===== config.mk =====
export PLATFORM = sky130hd
export DESIGN_NAME = mute_pass_ctrl
export DESIGN_NICKNAME = d
export VERILOG_FILES = /design/src/rtl/mute_pass_ctrl.sv
export SDC_FILE = /design/constraint.sdc
export NUM_CORES = 1
export LEC_CHECK = 0
export ABC_AREA = 1
export CORE_MARGIN = 1.5
export CORE_UTILIZATION = 46
export CTS_BUF_LIST = sky130_fd_sc_hd__clkbuf_4 sky130_fd_sc_hd__clkbuf_8 sky130_fd_sc_hd__clkbuf_16
export CTS_CLUSTER_DIAMETER = 100
export DETAILED_ROUTE_END_ITERATION = 10
export GPL_TIMING_DRIVEN = 0
export PLACE_DENSITY = 0.73
export SETUP_SLACK_MARGIN = 0.5
export SYNTH_ARGS = -nofsm -noshare
export SYNTH_HDL_FRONTEND = slang
export SYNTH_SLANG_ARGS = --single-unit

===== constraint.sdc =====
create_clock -name clk -period 2.3 [get_ports clk]
set_input_delay 0.345 -clock clk [delete_from_list [all_inputs] [get_ports clk]]
set_output_delay 0.345 -clock clk [all_outputs]
set_load 0.05 [all_outputs]

===== src/rtl/mute_pass_ctrl.sv =====
// Multi-pass sequencer for the convolution CPU. It runs pass_req 5x5 passes back to back,
// shrinking the image by KSIZE-1 after each pass, and flags undersize, timeout and size-mismatch faults.
module mute_pass_ctrl #(
  parameter int KSIZE       = 5,
  parameter int CPU_RST_CYC = 4,
  parameter int TIMEOUT     = 1048576,
  parameter int TW          = 21
) (
  input  logic        clk,
  input  logic        reset,
  input  logic        start,
  input  logic [3:0]  pass_req,
  input  logic [16:0] row_in,
  input  logic [16:0] col_in,
  input  logic        end_cpu,
  input  logic [16:0] next_row,
  input  logic [16:0] next_column,
  output logic        cpu_reset,
  output logic [16:0] cpu_row,
  output logic [16:0] cpu_column,
  output logic        busy,
  output logic        done,
  output logic        error,
  output logic [1:0]  err_code,
  output logic [3:0]  passes_done,
  output logic [16:0] final_row,
  output logic [16:0] final_column
);

  localparam int RW = (CPU_RST_CYC > 1) ? $clog2(CPU_RST_CYC) : 1;
  localparam logic [16:0]   KMIN     = 17'(KSIZE);
  localparam logic [16:0]   SHRINK   = 17'(KSIZE - 1);
  localparam logic [RW-1:0] RST_LOAD = RW'(CPU_RST_CYC - 1);
  localparam logic [TW-1:0] TMO_LAST = TW'(TIMEOUT - 1);

  typedef enum logic [2:0] {
    IDLE, CHECK, RST_CPU, ARM, RUN, ADVANCE, DONE, ERR
  } state_t;

  state_t        state_q, state_d;
  logic [16:0]   cur_row_q, cur_row_d, cur_col_q, cur_col_d;
  logic [3:0]    req_q, req_d, passes_q, passes_d;
  logic [RW-1:0] rst_cnt_q, rst_cnt_d;
  logic [TW-1:0] tmo_q, tmo_d;
  logic          end_seen_q, end_seen_d;
  logic          cpu_reset_q, cpu_reset_d, busy_q, busy_d, done_q, done_d;
  logic          error_q, error_d;
  logic [1:0]    err_code_q, err_code_d;
  logic [16:0]   final_row_q, final_row_d, final_col_q, final_col_d;
  logic [3:0]    passes_inc;

  assign passes_inc = passes_q + 4'd1;

  always_comb begin
    state_d     = state_q;
    cur_row_d   = cur_row_q;
    cur_col_d   = cur_col_q;
    req_d       = req_q;
    passes_d    = passes_q;
    rst_cnt_d   = rst_cnt_q;
    tmo_d       = tmo_q;
    end_seen_d  = end_seen_q;
    error_d     = error_q;
    err_code_d  = err_code_q;
    final_row_d = final_row_q;
    final_col_d = final_col_q;
    case (state_q)
      IDLE: if (start) begin
        cur_row_d  = row_in;
        cur_col_d  = col_in;
        req_d      = pass_req;
        passes_d   = 4'd0;
        error_d    = 1'b0;
        err_code_d = 2'b00;
        state_d    = (pass_req == 4'd0) ? DONE : CHECK;
      end
      CHECK: begin
        if (cur_row_q < KMIN || cur_col_q < KMIN) begin
          state_d    = ERR;
          err_code_d = 2'b01;
        end else begin
          state_d   = RST_CPU;
          rst_cnt_d = RST_LOAD;
        end
      end
      RST_CPU: begin
        tmo_d = '0;
        if (rst_cnt_q == '0) state_d = ARM;
        else                 rst_cnt_d = rst_cnt_q - 1'b1;
      end
      ARM: begin
        tmo_d      = tmo_q + 1'b1;
        end_seen_d = 1'b0;
        if (tmo_q == TMO_LAST) begin
          state_d    = ERR;
          err_code_d = 2'b10;
        end else if (!end_cpu) begin
          state_d = RUN;
        end
      end
      RUN: begin
        // end_cpu must be seen high twice in a row; a single-cycle blip is ignored
        tmo_d      = tmo_q + 1'b1;
        end_seen_d = end_cpu;
        if (tmo_q == TMO_LAST) begin
          state_d    = ERR;
          err_code_d = 2'b10;
        end else if (end_cpu && end_seen_q) begin
          state_d = ADVANCE;
        end
      end
      ADVANCE: begin
        if (next_row != cur_row_q - SHRINK || next_column != cur_col_q - SHRINK) begin
          state_d    = ERR;
          err_code_d = 2'b11;
        end else begin
          cur_row_d = next_row;
          cur_col_d = next_column;
          passes_d  = passes_inc;
          state_d   = (passes_inc == req_q) ? DONE : CHECK;
        end
      end
      DONE:    state_d = IDLE;
      ERR:     state_d = IDLE;
      default: state_d = IDLE;
    endcase

    // Outputs are registered off the next state so they line up with the state they describe
    cpu_reset_d = (state_d == ARM) || (state_d == RUN);
    busy_d      = (state_d != IDLE);
    done_d      = (state_d == DONE);
    if (state_d == ERR) error_d = 1'b1;
    if (state_d == DONE) begin
      final_row_d = cur_row_d;
      final_col_d = cur_col_d;
    end
  end

  always_ff @(posedge clk or negedge reset) begin
    if (!reset) begin
      state_q     <= IDLE;
      cur_row_q   <= '0;
      cur_col_q   <= '0;
      req_q       <= '0;
      passes_q    <= '0;
      rst_cnt_q   <= '0;
      tmo_q       <= '0;
      end_seen_q  <= 1'b0;
      cpu_reset_q <= 1'b0;
      busy_q      <= 1'b0;
      done_q      <= 1'b0;
      error_q     <= 1'b0;
      err_code_q  <= 2'b00;
      final_row_q <= '0;
      final_col_q <= '0;
    end else begin
      state_q     <= state_d;
      cur_row_q   <= cur_row_d;
      cur_col_q   <= cur_col_d;
      req_q       <= req_d;
      passes_q    <= passes_d;
      rst_cnt_q   <= rst_cnt_d;
      tmo_q       <= tmo_d;
      end_seen_q  <= end_seen_d;
      cpu_reset_q <= cpu_reset_d;
      busy_q      <= busy_d;
      done_q      <= done_d;
      error_q     <= error_d;
      err_code_q  <= err_code_d;
      final_row_q <= final_row_d;
      final_col_q <= final_col_d;
    end
  end

  // The size only changes on the ADVANCE exit, when cpu_reset is already low
  assign cpu_row      = cur_row_q;
  assign cpu_column   = cur_col_q;
  assign cpu_reset    = cpu_reset_q;
  assign busy         = busy_q;
  assign done         = done_q;
  assign error        = error_q;
  assign err_code     = err_code_q;
  assign passes_done  = passes_q;
  assign final_row    = final_row_q;
  assign final_column = final_col_q;

endmodule


---- Yosys cells after proc, flatten, opt, wreduce, memory -nomap -nowiden ----
Cells that the tools add are included.
word-level totals
  input port bits ......................... 76
  register bits ........................... 109
  output and inout bits ................... 78
operators by class
  magnitude comparators ................... 2
  eq/ne operators ......................... 22
  muxes and demuxes ....................... 33
  reduce and logical (&&, ||, !) cells .... 22
  add/sub/neg operators ................... 5
operators by type and width
  kind                                                          number
  2-to-1 mux 17 bit                                             4
  case mux 17 bit (2 select lines)                              2
  case mux 21 bit (2 select lines)                              1
  less-than comparator 17 x 3 -> 1 bit (second input constant)  2
  inequality test 17 bit                                        2
  subtractor 17 x 3 -> 17 bit (second input constant)           2
  2-to-1 mux 3 bit                                              10
  adder 21 x 1 -> 21 bit (second input constant)                1
  equality test 21 x 20 -> 1 bit (second input constant)        1
  equality test 3 bit (second input constant)                   7
  case mux 3 bit (7 select lines)                               1
  2-to-1 mux 2 bit                                              6
  inequality test 2 bit (second input constant)                 6
  nonzero test 2 bit                                            6
  equality test 3 x 2 -> 1 bit (second input constant)          3
  2-to-1 mux 4 bit                                              2
  case mux 2 bit (4 select lines)                               1
  case mux 4 bit (2 select lines)                               1
  AND reduction 3 bit                                           2
  AND reduction 5 bit                                           1
  adder 4 x 1 -> 4 bit (second input constant)                  1
  equality test 4 bit                                           1
  zero test 4 bit                                               1
  case mux 2 bit (2 select lines)                               1
  other kinds (13)                                              19

---- Longest topological paths before layout ----
Gate-level depths: netlist of the first run.
  depth after elaboration ................. 8
  depth in mapped cells ................... 19
  mapped depth without buffers ............ 18

---- Worst setup path before layout of the first run ----
OpenSTA, ideal clock, no wires.
  path kind ............................... flip-flop to flip-flop
  start point ............................. register cur_col_q[2] (netlist: cpu_column[2])
  end point ............................... register final_col_q[10] (netlist: final_column[10])
  required time ........................... 2.181 ns
  stages on the path, launching flop included .. 19
  data arrival time ....................... 2.612 ns
  setup slack ............................. -0.432 ns
  period minus slack after synthesis ...... 2.732 ns
  setup time .............................. 0.119 ns
  path through ............................ dfrtp_1 > inv_2 > ha_1 > inv_1 > nand2_1 > nand2_1 > nor2_1 > nand2_1 > nor2_1 > nand3_1 > nor2_1 > nand3_1 > nor2_4 > nand3b_2 > a21oi_4 > nand3_4 > buf_4 > nand2_1 > nand2_1
on the way
  cells in the longest elaborated chain, start to end .. 6
ends and longest elaborated chain
  element                          line  RTL
  start, declared                  41    logic [16:0] cur_row_q, cur_row_d, cur_col_q, cur_col_d;
  start signal, assigned           159   cur_col_q <= cur_col_d;
  subtractor 17 x 3 -> 17 bit      113   if (next_row != cur_row_q - SHRINK || next_column != cur_col_q - SHRINK) begin
  inequality test 17 bit           113
  logical OR 1 bit                 113
  2-to-1 mux 3 bit                 113
  case mux 3 bit (7 select lines)  67    case (state_q)
  equality test 3 bit              133   if (state_d == DONE) begin
  end signal, assigned             171   final_col_q <= final_col_d;
  end, declared                    49    logic [16:0] final_row_q, final_row_d, final_col_q, final_col_d;
Several ways; a longest one is shown, not always the timed one.
A chain may end at the register's enable or synchronous reset.

---- Final worst setup path of the first run ----
  start point ............................. register cur_col_q[3] (netlist: cpu_column[3])
  end point ............................... register final_col_q[3] (netlist: final_column[3])
Same word-level chain as after synthesis.

==> results of run 1 <==
==> path summary, 6_finish.rpt <==
kind | startpoint | end | slack [ns] | depth (start not counted)
max | cpu_column[3]$_DFF_PN0_ | final_column[3]$_DFFE_PN0P_ | -0.35 | 21
min | final_column[13]$_DFFE_PN0P_ | final_column[13]$_DFFE_PN0P_ | 0.47 | 2
max reg2reg | cpu_column[3]$_DFF_PN0_ | final_column[3]$_DFFE_PN0P_ | -0.35 | 21
min reg2reg | final_column[13]$_DFFE_PN0P_ | final_column[13]$_DFFE_PN0P_ | 0.47 | 2
max in group asynchronous | reset | cpu_column[11]$_DFF_PN0_ | 1.05 | 3
min in group asynchronous | reset | tmo_q[3]$_DFFE_PN0P_ | 0.49 | 2
==> logic make-up after synthesis <==
group,count (synthesis),share of synthesized area
xor+xnor,29,0.0370
fa+ha+maj,5,0.00912
flops,109,0.398
mux,3,0.00438
simple gates,555,0.357
compound gates,101,0.0949
buf+inv,169,0.0995
==> state kept, by name, summed over array words and instances, names as in the netlist <==
| signal | count |
|---|---|
| tmo_q | 21 |
| cpu_column | 17 |
| cpu_row | 17 |
| final_column | 17 |
| final_row | 17 |
| passes_done | 4 |
| req_q | 4 |
| state_q | 3 |
| err_code | 2 |
| rst_cnt_q | 2 |
| busy | 1 |
| cpu_reset | 1 |
| done | 1 |
| end_seen_q | 1 |
| error | 1 |
==> per-stage QoR <==
step	hold WS, ns	cells	utilization
3_5_place_dp	0.352	1309	0.602
4_1_cts	0.471	1373	0.665
2_1_floorplan	0.0494	971	-
5_1_grt	0.497	1396	0.709
3_3_place_gp	0.456	1308	0.600
6_report	0.470	1396	0.709
==> what timing repair did <==
action	in CTS	in global routing
hold buffers	1	0
hold endpoints to repair	38	0
setup buffers	41	21
endpoints found under the setup margin	181	119
cloned	6	2
gates resized for setup	194	146
pin swaps	53	70
==> worst min-delay path, delay by kind of cell, from the launching register on <==
kind	cells	cell delay, ns
DFF	1	0.34
and+or+nand+nor	2	0.10
==> metal layers <==
metal  vias up  GRT usage  wire length [µm]  part of all wire
met5         -          0                 0                 0
met2       359      0.487             11800              0.47
met1      3649      0.416             10600              0.43
li1       3645          -                 -                 -
met3        64     0.0561              1780             0.071
met4         0     0.0922               740             0.030
==> area by class of cell <==
type,instances,area (µm²)
clock inverter,6,58.8
timing repair buffer,224,2110
clock buffer,10,233
inverter,132,508
fill,1183,4240
multi-input combinational,694,4090
tap,184,230
buffer,37,327
sequential,109,2750
==> report_power, final <==
part | switching, mW | internal, mW
sequential | 0.625 | 2.56
clock | 0.775 | 0.771
combinational | 5.49 | 2.65
total | 6.89 | 5.98
==> layout by cell type (no fill, tap or decap), drive strengths merged, types with 2 or more instances in the layout <==
cell,count
nand2,315
inv,133
dfrtp,109
nand3,105
buf,100
clkdlybuf4s50,74
nor2,73
dlygate4sd2,67
nand4,41
a22oi,37
o21ai,33
clkbuf,24
a21oi,19
xor2,16
xnor2,13
nor3,10
nand3b,6
ha,5
clkinv,5
clkdlybuf4s15,4
or2,4
a31oi,3
mux2i,3
o211ai,2
o22ai,2
nor4,2
==> impl_metrics.tcl, run 1 <==
set metrics [dict create \
    fin_ws_ns -0.351 \
    cts_tree "built" \
    post-synth-top-count-cell "nand2_1" \
    cap_violations 0 \
    h-tree-depth 3 \
    hpwlAfterDp_um 17100 \
    cpPeakStageDelay_ns 0.43 \
    viasPerCell 5.53 \
    grt_max_degree 72 \
    seq_area_frac_synth 0.398 \
    die-width_um 125 \
    overflow 0 \
    worstSetupPathType "reg -> reg" \
    p_total_mw 12.9 \
    path_clk_slew_ns 0.08 \
    max_freq_ghz 0.377 \
    ys_async_sr_fraction 1.00 \
    synth_area_leaders "dfrtp_1 (40%), nand2_1 (17%), nand3_1 (7.3%)" \
    vias 7717 \
    drtIter0Drc 631 \
    grt_use_total 0.303 \
    drt_wl_total_um 24900 \
    worstSetupEndpointType "flop" \
    synth.distinct_cells 41 \
    dp_slack_ns -0.673 \
    timing.final.crit_period_ns 2.65 \
    fin_tns_setup_ns -15.52 \
    hold_viol 0 \
    crit_arrival_ns 2.90 \
    synth-main-ff-cell "dfrtp_1" \
    rows 44 \
    crit_family "simple AND/OR/NAND/NOR gates" \
    drc 0 \
    startpoint_type "flop" \
    antenna_found_initial 0 \
    syn_nets 1052 \
    avgSynthCellArea_um2 7.06 \
    path_cells "inv_4, buf_6, nand2_4, nor2_4, buf_4, nand2_1, nand2_1, nand2_1, nand2_1, o21ai_2, nor2_1, nand2_1, nor2_4, buf_6, nand3_4, nand2_4, nand3_4, buf_6, buf_12, nand4_1, nand2_1" \
    period_share 1.15 \
    synth_commonest_cells "nand2_1 (312), inv_1 (121), dfrtp_1 (109), nand3_1 (100), nor2_1 (64)" \
    ys_ff_latch 109 \
    grt_pass1_vias 6979 \
    critical_path_buf_inv_count 6 \
    finClkSkew_ns 0.00651 \
    num_io_pins 154 \
    clock_path_buffers 2 \
    antenna_cells 0 \
    core_area_um2 14500 \
    start_util 0.472 \
    p_leak_nw 5.32 \
    required_ns 2.55 \
    synth_cells 971 \
    dieHeight_um 125 \
    grt_pass1_wl_um 37200 \
    hold_class "reg -> reg" \
    ir_worst_vdd_mv 0.903 \
    syn_area_um2 6860 \
    wl_per_cell_um 17.8 \
    synth_top_area_cell "dfrtp_1" \
    crit_top_cell "nand2_1" \
    dr.pass1.iters 5 \
    p_per_area_nw_per_um2 1250 \
    drive_gt1_frac 0.247 \
    crit_path_max_fanout 7 \
    die_area_um2 15600 \
    status "complete, but fails checks" \
    ant_nets 0 \
    place.gp.congestion 0.960 \
    synth_edf_count 0 \
    tightestPinTransition_ns 0.682 \
    clock_sinks 109 \
    synth_top_area_frac 0.398 \
    io_buffers 153 \
    clk_latency_ns 0.36 \
    placed_cell_area_um2 8750 \
    violations "setup timing" \
    rsz0062_at_grt "yes" \
    stdcell_area_um2 10300 \
    finalSetupViolations 77 \
    slowest_stage "dfrtp_2" \
    nNetsFinal 1288 \
    numCtsBuffers 9 \
    clock-root-buffer "clkbuf_16" \
    yosys_warnings 0 \
    slew_violations 0 \
    area_growth_pct 50.2 \
    slew_headroom 0.546 \
]
Note: power is estimated with default switching activity, not from simulation.
==> run 2, diff against run 1 <==
- GPL_ROUTABILITY_DRIVEN: unset -> 1
- PLACE_DENSITY: 0.73 -> 0.77
==> impl_metrics.tcl, run 2 (synthesis gave the netlist of run 1 again) <==
set metrics [dict create \
    start_util 0.472 \
    h-tree-depth 3 \
    stdcell_area_um2 9970 \
    ant_nets 0 \
    clock_path_buffers 2 \
    vias 7604 \
    dp.cells 1309 \
    fin_ws_ns -0.487 \
    slowest_stage "dfrtp_2" \
    p_leak_nw 5.24 \
    slew_violations 0 \
    worstReg2RegStart "cpu_column[3]$_DFF_PN0_" \
    crit_family "simple AND/OR/NAND/NOR gates" \
    grt_max_degree 57 \
    largest_reg_flops 21 \
    placed_cell_area_um2 8750 \
    max_freq_ghz 0.359 \
    dr.pass1.iters 6 \
    ir_worst_vdd_mv 0.884 \
    drc 0 \
    die-width_um 125 \
    dieHeight_um 125 \
    path_cells "inv_4, ha_4, nand3_4, buf_4, nand2_1, nand2_1, nor2_1, nand3_1, nor2_1, nand3_2, nor2_4, nand3b_4, a21oi_4, buf_6, buf_6, nand4_1, nand2_2" \
    numCtsBuffers 9 \
    final_core_util 0.686 \
    clock-root-buffer "clkbuf_16" \
    clock_sinks 109 \
    hold_viol 0 \
    wl_per_cell_um 17.6 \
    final_cells 1379 \
    top_register "tmo_q" \
    r2r_cells 17 \
    num_io_pins 154 \
    grt_pass1_wl_um 36200 \
    r2r_slack_ns -0.49 \
    cts_hold_buffers 0 \
    die_area_um2 15600 \
    status "complete, but fails checks" \
    hpwlAfterDp_um 17300 \
    violations "setup timing" \
    drt_wl_total_um 24300 \
    fin_tns_setup_ns -22.53 \
    final_common_cell "nand2_1" \
    crit_path_max_fanout 10 \
    area_growth_pct 45.5 \
    overflow 0 \
    timing.final.crit_period_ns 2.79 \
    crit_arrival_ns 3.08 \
    worstSetupPathType "reg -> reg" \
    finalSetupViolations 77 \
    path_clk_slew_ns 0.08 \
    place.gp.congestion 0.951 \
    cts_tree "built" \
    required_ns 2.59 \
    cap_violations 0 \
    antenna_found_initial 0 \
    worstSetupEndpointType "flop" \
    rows 44 \
    io_buffers 153 \
    finClkSkew_ns 0.0116 \
    nNetsFinal 1269 \
    viasPerCell 5.51 \
    hold_class "in -> async" \
    rsz0062_at_grt "yes" \
    reg2reg_to "final_row[11]$_DFFE_PN0P_" \
    startpoint_type "flop" \
    grt_use_total 0.294 \
    core_area_um2 14500 \
    drive_gt1_frac 0.201 \
    final_cell_mix "nand2_1 (271), inv_1 (115), nand3_1 (93)" \
    p_total_mw 12.9 \
    critical_path_buf_inv_count 4 \
    period_share 1.21 \
    p_per_area_nw_per_um2 1290 \
    slew_headroom 0.519 \
    grt_pass1_vias 6891 \
    cpPeakStageDelay_ns 0.43 \
    tightestPinTransition_ns 0.722 \
    clk_latency_ns 0.36 \
    drtIter0Drc 701 \
]
==> run 2: cell count changes in the layout (fill, tap and decap cells not counted), moves of 8 or more <==
cell     delta
nand3_1    +27
nand3_2    -24
nand2_1     +8
nand2_2    -11
o21ai_0     +8
buf_4      -11
==> run 2: worst max path at each step <==
stage | start | to | slack (ns) | cells after the start
2_1_floorplan | cpu_column[2]$_DFF_PN0_ | final_column[10]$_DFFE_PN0P_ | -0.27 | 18
5_1_grt | cpu_row[5]$_DFF_PN0_ | final_row[11]$_DFFE_PN0P_ | -0.57 | 17
6_report | cpu_column[3]$_DFF_PN0_ | final_row[11]$_DFFE_PN0P_ | -0.49 | 17
3_3_place_gp | reset | cpu_column[13]$_DFF_PN0_ | -3.64 | 1
4_1_cts | cpu_column[3]$_DFF_PN0_ | final_column[7]$_DFFE_PN0P_ | -0.34 | 19
3_5_place_dp | cpu_column[2]$_DFF_PN0_ | final_row[11]$_DFFE_PN0P_ | -0.69 | 18
==> run 2: area by class of cell <==
class / count / area [µm²]
Timing Repair Buffer: 206 / 1950
Antenna cell: 2 / 5.00
Buffer: 37 / 335
Sequential cell: 109 / 2750
Clock inverter: 5 / 63.8
Fill cell: 1189 / 4560
Clock buffer: 11 / 253
Multi-Input combinational cell: 693 / 3880
Tap cell: 184 / 230
Inverter: 132 / 505
==> run 2: routing by layer <==
layer | up-vias | part of all wire | global-route usage
met5 | - | 0 | 0
met4 | 0 | 0.030 | 0.113
met3 | 52 | 0.085 | 0.0398
met2 | 383 | 0.48 | 0.489
met1 | 3564 | 0.40 | 0.393
li1 | 3605 | - | -
==> run 2: report_power, final <==
part,internal [mW],total (mW),switching [mW]
logic,2.61,7.98,5.37
clock network,0.920,1.69,0.770
registers,2.56,3.22,0.658
total,6.09,12.9,6.79
==> run 2: timing repair <==
action / CTS / global route
cloned: 4 / 0
setup endpoints to repair: 182 / 109
endpoints found under the hold margin: 0 / 0
gates resized for setup: 186 / 88
pin swaps: 29 / 25
setup buffers: 34 / 14
==> run 2: metrics by stage <==
| step | worst slack (ns) | hold WS (ns) |
|---|---|---|
| final | -0.487 | 0.0242 |
| after global routing | -0.567 | 0.0822 |
| after CTS | -0.336 | 0.0603 |
| after detailed placement | -0.694 | 0.443 |
| after global placement | -3.64 | 0.454 |
| after floorplan | -0.267 | 0.0494 |
==> run 2: worst reg2reg max path, cell delays in order, from the launching register on <==
cell and delay (ns):
dfrtp_2 0.43, inv_4 0.08, ha_4 0.16, nand3_4 0.11, buf_4 0.15, nand2_1 0.06
nand2_1 0.06, nor2_1 0.10, nand3_1 0.08, nor2_1 0.12, nand3_2 0.12, nor2_4 0.27
nand3b_4 0.12, a21oi_4 0.25, buf_6 0.16, buf_6 0.13, nand4_1 0.20, nand2_2 0.13
==> run 3, diff against run 2 <==
- CORE_ASPECT_RATIO: unset -> 1.4
==> impl_metrics.tcl, run 3 (synthesis gave the netlist of run 1 again) <==
set metrics [dict create \
    hold_viol 1 \
    antenna_cells 0 \
    nNetsFinal 1273 \
    reg2reg_to "final_row[2]$_DFFE_PN0P_" \
    status "complete, but fails checks" \
    dp.cells 1314 \
    internal_power_mw 6.26 \
    power_frac_clock 0.124 \
    r2r_cells 21 \
    timing.final.crit_period_ns 2.78 \
    h-tree-depth 3 \
    tightestPinTransition_ns 0.832 \
    hpwlAfterDp_um 17700 \
    grt_use_total 0.325 \
    crit_path_max_fanout 5 \
    cp-startpoint "cpu_column[3]$_DFF_PN0_" \
    period_share 1.21 \
    cap_violations 0 \
    area_growth_pct 52.5 \
    r2r_slack_ns -0.48 \
    place.gp.congestion 0.929 \
    rsz0062_at_grt "yes" \
    worstSetupEndpointType "flop" \
    dr.pass1.iters 5 \
    final_cell_mix "nand2_1 (229), inv_1 (115), dfrtp_1 (92)" \
    startpoint_type "flop" \
    num_io_pins 154 \
    drt_wl_total_um 25800 \
    dieHeight_um 147 \
    sw_frac_of_total 0.529 \
    largest_reg_flops 21 \
    slew_violations 0 \
    grt_pass1_wl_um 39500 \
    grt_pass1_vias 7726 \
    ant_nets 0 \
    required_ns 2.54 \
    final_core_util 0.721 \
    ir_worst_vdd_mv 0.575 \
    viasPerCell 5.55 \
    crit_arrival_ns 3.02 \
    slew_headroom 0.445 \
    max_freq_ghz 0.360 \
    seqPwrFrac 0.244 \
    die_area_um2 15700 \
    numCtsBuffers 9 \
    drtIter0Drc 576 \
    antenna_found_initial 0 \
    fin_ws_ns -0.479 \
    clock_path_buffers 2 \
    critPathCapture "final_row[2]$_DFFE_PN0P_" \
    die-width_um 106 \
    p_total_mw 13.3 \
    p_leak_nw 5.33 \
    wl_per_cell_um 18.6 \
    holdWs_ns -0.00409 \
    hold_class "in -> async" \
    clock_sinks 109 \
    vias 7694 \
    switchingPower_mw 7.03 \
    worstSetupPathType "reg -> reg" \
    finClkSkew_ns 0.0159 \
    start_util 0.473 \
    violations "hold timing, setup timing" \
    cts_tree "built" \
    core_area_um2 14500 \
    clock-root-buffer "clkbuf_16" \
    p_per_area_nw_per_um2 1270 \
    io_buffers 153 \
    combinationalPowerShare 0.632 \
    drive_gt1_frac 0.264 \
    path_clk_slew_ns 0.08 \
    fillCellCount 1135 \
    clk_latency_ns 0.36 \
    final_common_cell "nand2_1" \
    overflow 0 \
    finalSetupViolations 77 \
    drc 0 \
    top_register "tmo_q" \
    rows 52 \
    placed_cell_area_um2 8750 \
    final_cells 1386 \
    worstReg2RegStart "cpu_column[3]$_DFF_PN0_" \
    stdcell_area_um2 10500 \
    grt_max_degree 71 \
]
## run 3: per-layer routing
layer  global-route usage  routed length (µm)  up-vias
li1                     -                   -     3600
met1                0.382                9640     3636
met2                0.570               13000      371
met3               0.0463                1750       87
met4                0.171                1380        0
met5                    0                   0        -
## run 3: power by group through the flow
| stage | sequential (mW) | clock [mW] | combinational [mW] |
|---|---|---|---|
| 2_1_floorplan | 4.89 | 0 | 3.19 |
| 5_1_grt | 3.30 | 1.73 | 9.00 |
| 3_5_place_dp | 3.23 | 0 | 7.26 |
| 4_1_cts | 3.16 | 1.66 | 7.84 |
| 6_report | 3.24 | 1.65 | 8.40 |
| 3_3_place_gp | 3.22 | 0 | 7.18 |
## run 3: layout make-up
class,count,area [µm²],share of cell area
Buffer,37,370,0.0354
Inverter,132,510,0.0488
Tap cell,189,236,0.0226
Timing Repair Buffer,210,2030,0.194
Clock inverter,3,46.3,0.00443
Sequential cell,109,2750,0.263
Clock buffer,13,262,0.0250
Multi-Input combinational cell,693,4250,0.406
## run 3: critical path, cell delays in order (launching register included)
cell and delay (ns):
dfrtp_2 0.43, inv_4 0.09, buf_6 0.11, nand2_4 0.07, nor2_4 0.17, nand2_1 0.10, nand2_1 0.07, nand2_1 0.04
nand2_1 0.08, o21ai_2 0.09, nor2_1 0.19, nand2_1 0.12, nor2_4 0.13, buf_4 0.13, buf_6 0.11, buf_6 0.10
clkbuf_8 0.15, nand3_1 0.10, nand3_1 0.13, nand2_2 0.11, nand4_1 0.11, nand2_1 0.06
## run 3: worst min-delay path by stage
| stage | start | end | depth (start not counted) |
|---|---|---|---|
| after CTS | reset | cpu_column[16]$_DFF_PN0_ | 1 |
| after global routing | reset | final_row[2]$_DFFE_PN0P_ | 1 |
| after global placement | final_row[10]$_DFFE_PN0P_ | final_row[10]$_DFFE_PN0P_ | 2 |
| after floorplan | reset | busy$_DFF_PN0_ | 0 |
| final | reset | final_row[14]$_DFFE_PN0P_ | 1 |
| after detailed placement | reset | passes_done[3]$_DFFE_PN0P_ | 1 |
## run 3: per-stage QoR
step	setup WS, ns	setup TNS (ns)
after floorplan	-0.267	-10.34
after global placement	-3.79	-414.08
after detailed placement	-0.794	-46.01
after CTS	-0.312	-13.22
after global routing	-0.568	-31.43
final	-0.479	-23.28
## run 3: what timing repair did
action | in CTS | in global routing
setup endpoints to repair | 185 | 111
gates resized for setup | 274 | 95
pin swaps | 37 | 28
gates cloned | 6 | 1
buffers inserted | 38 | 11
hold buffers | 0 | 0
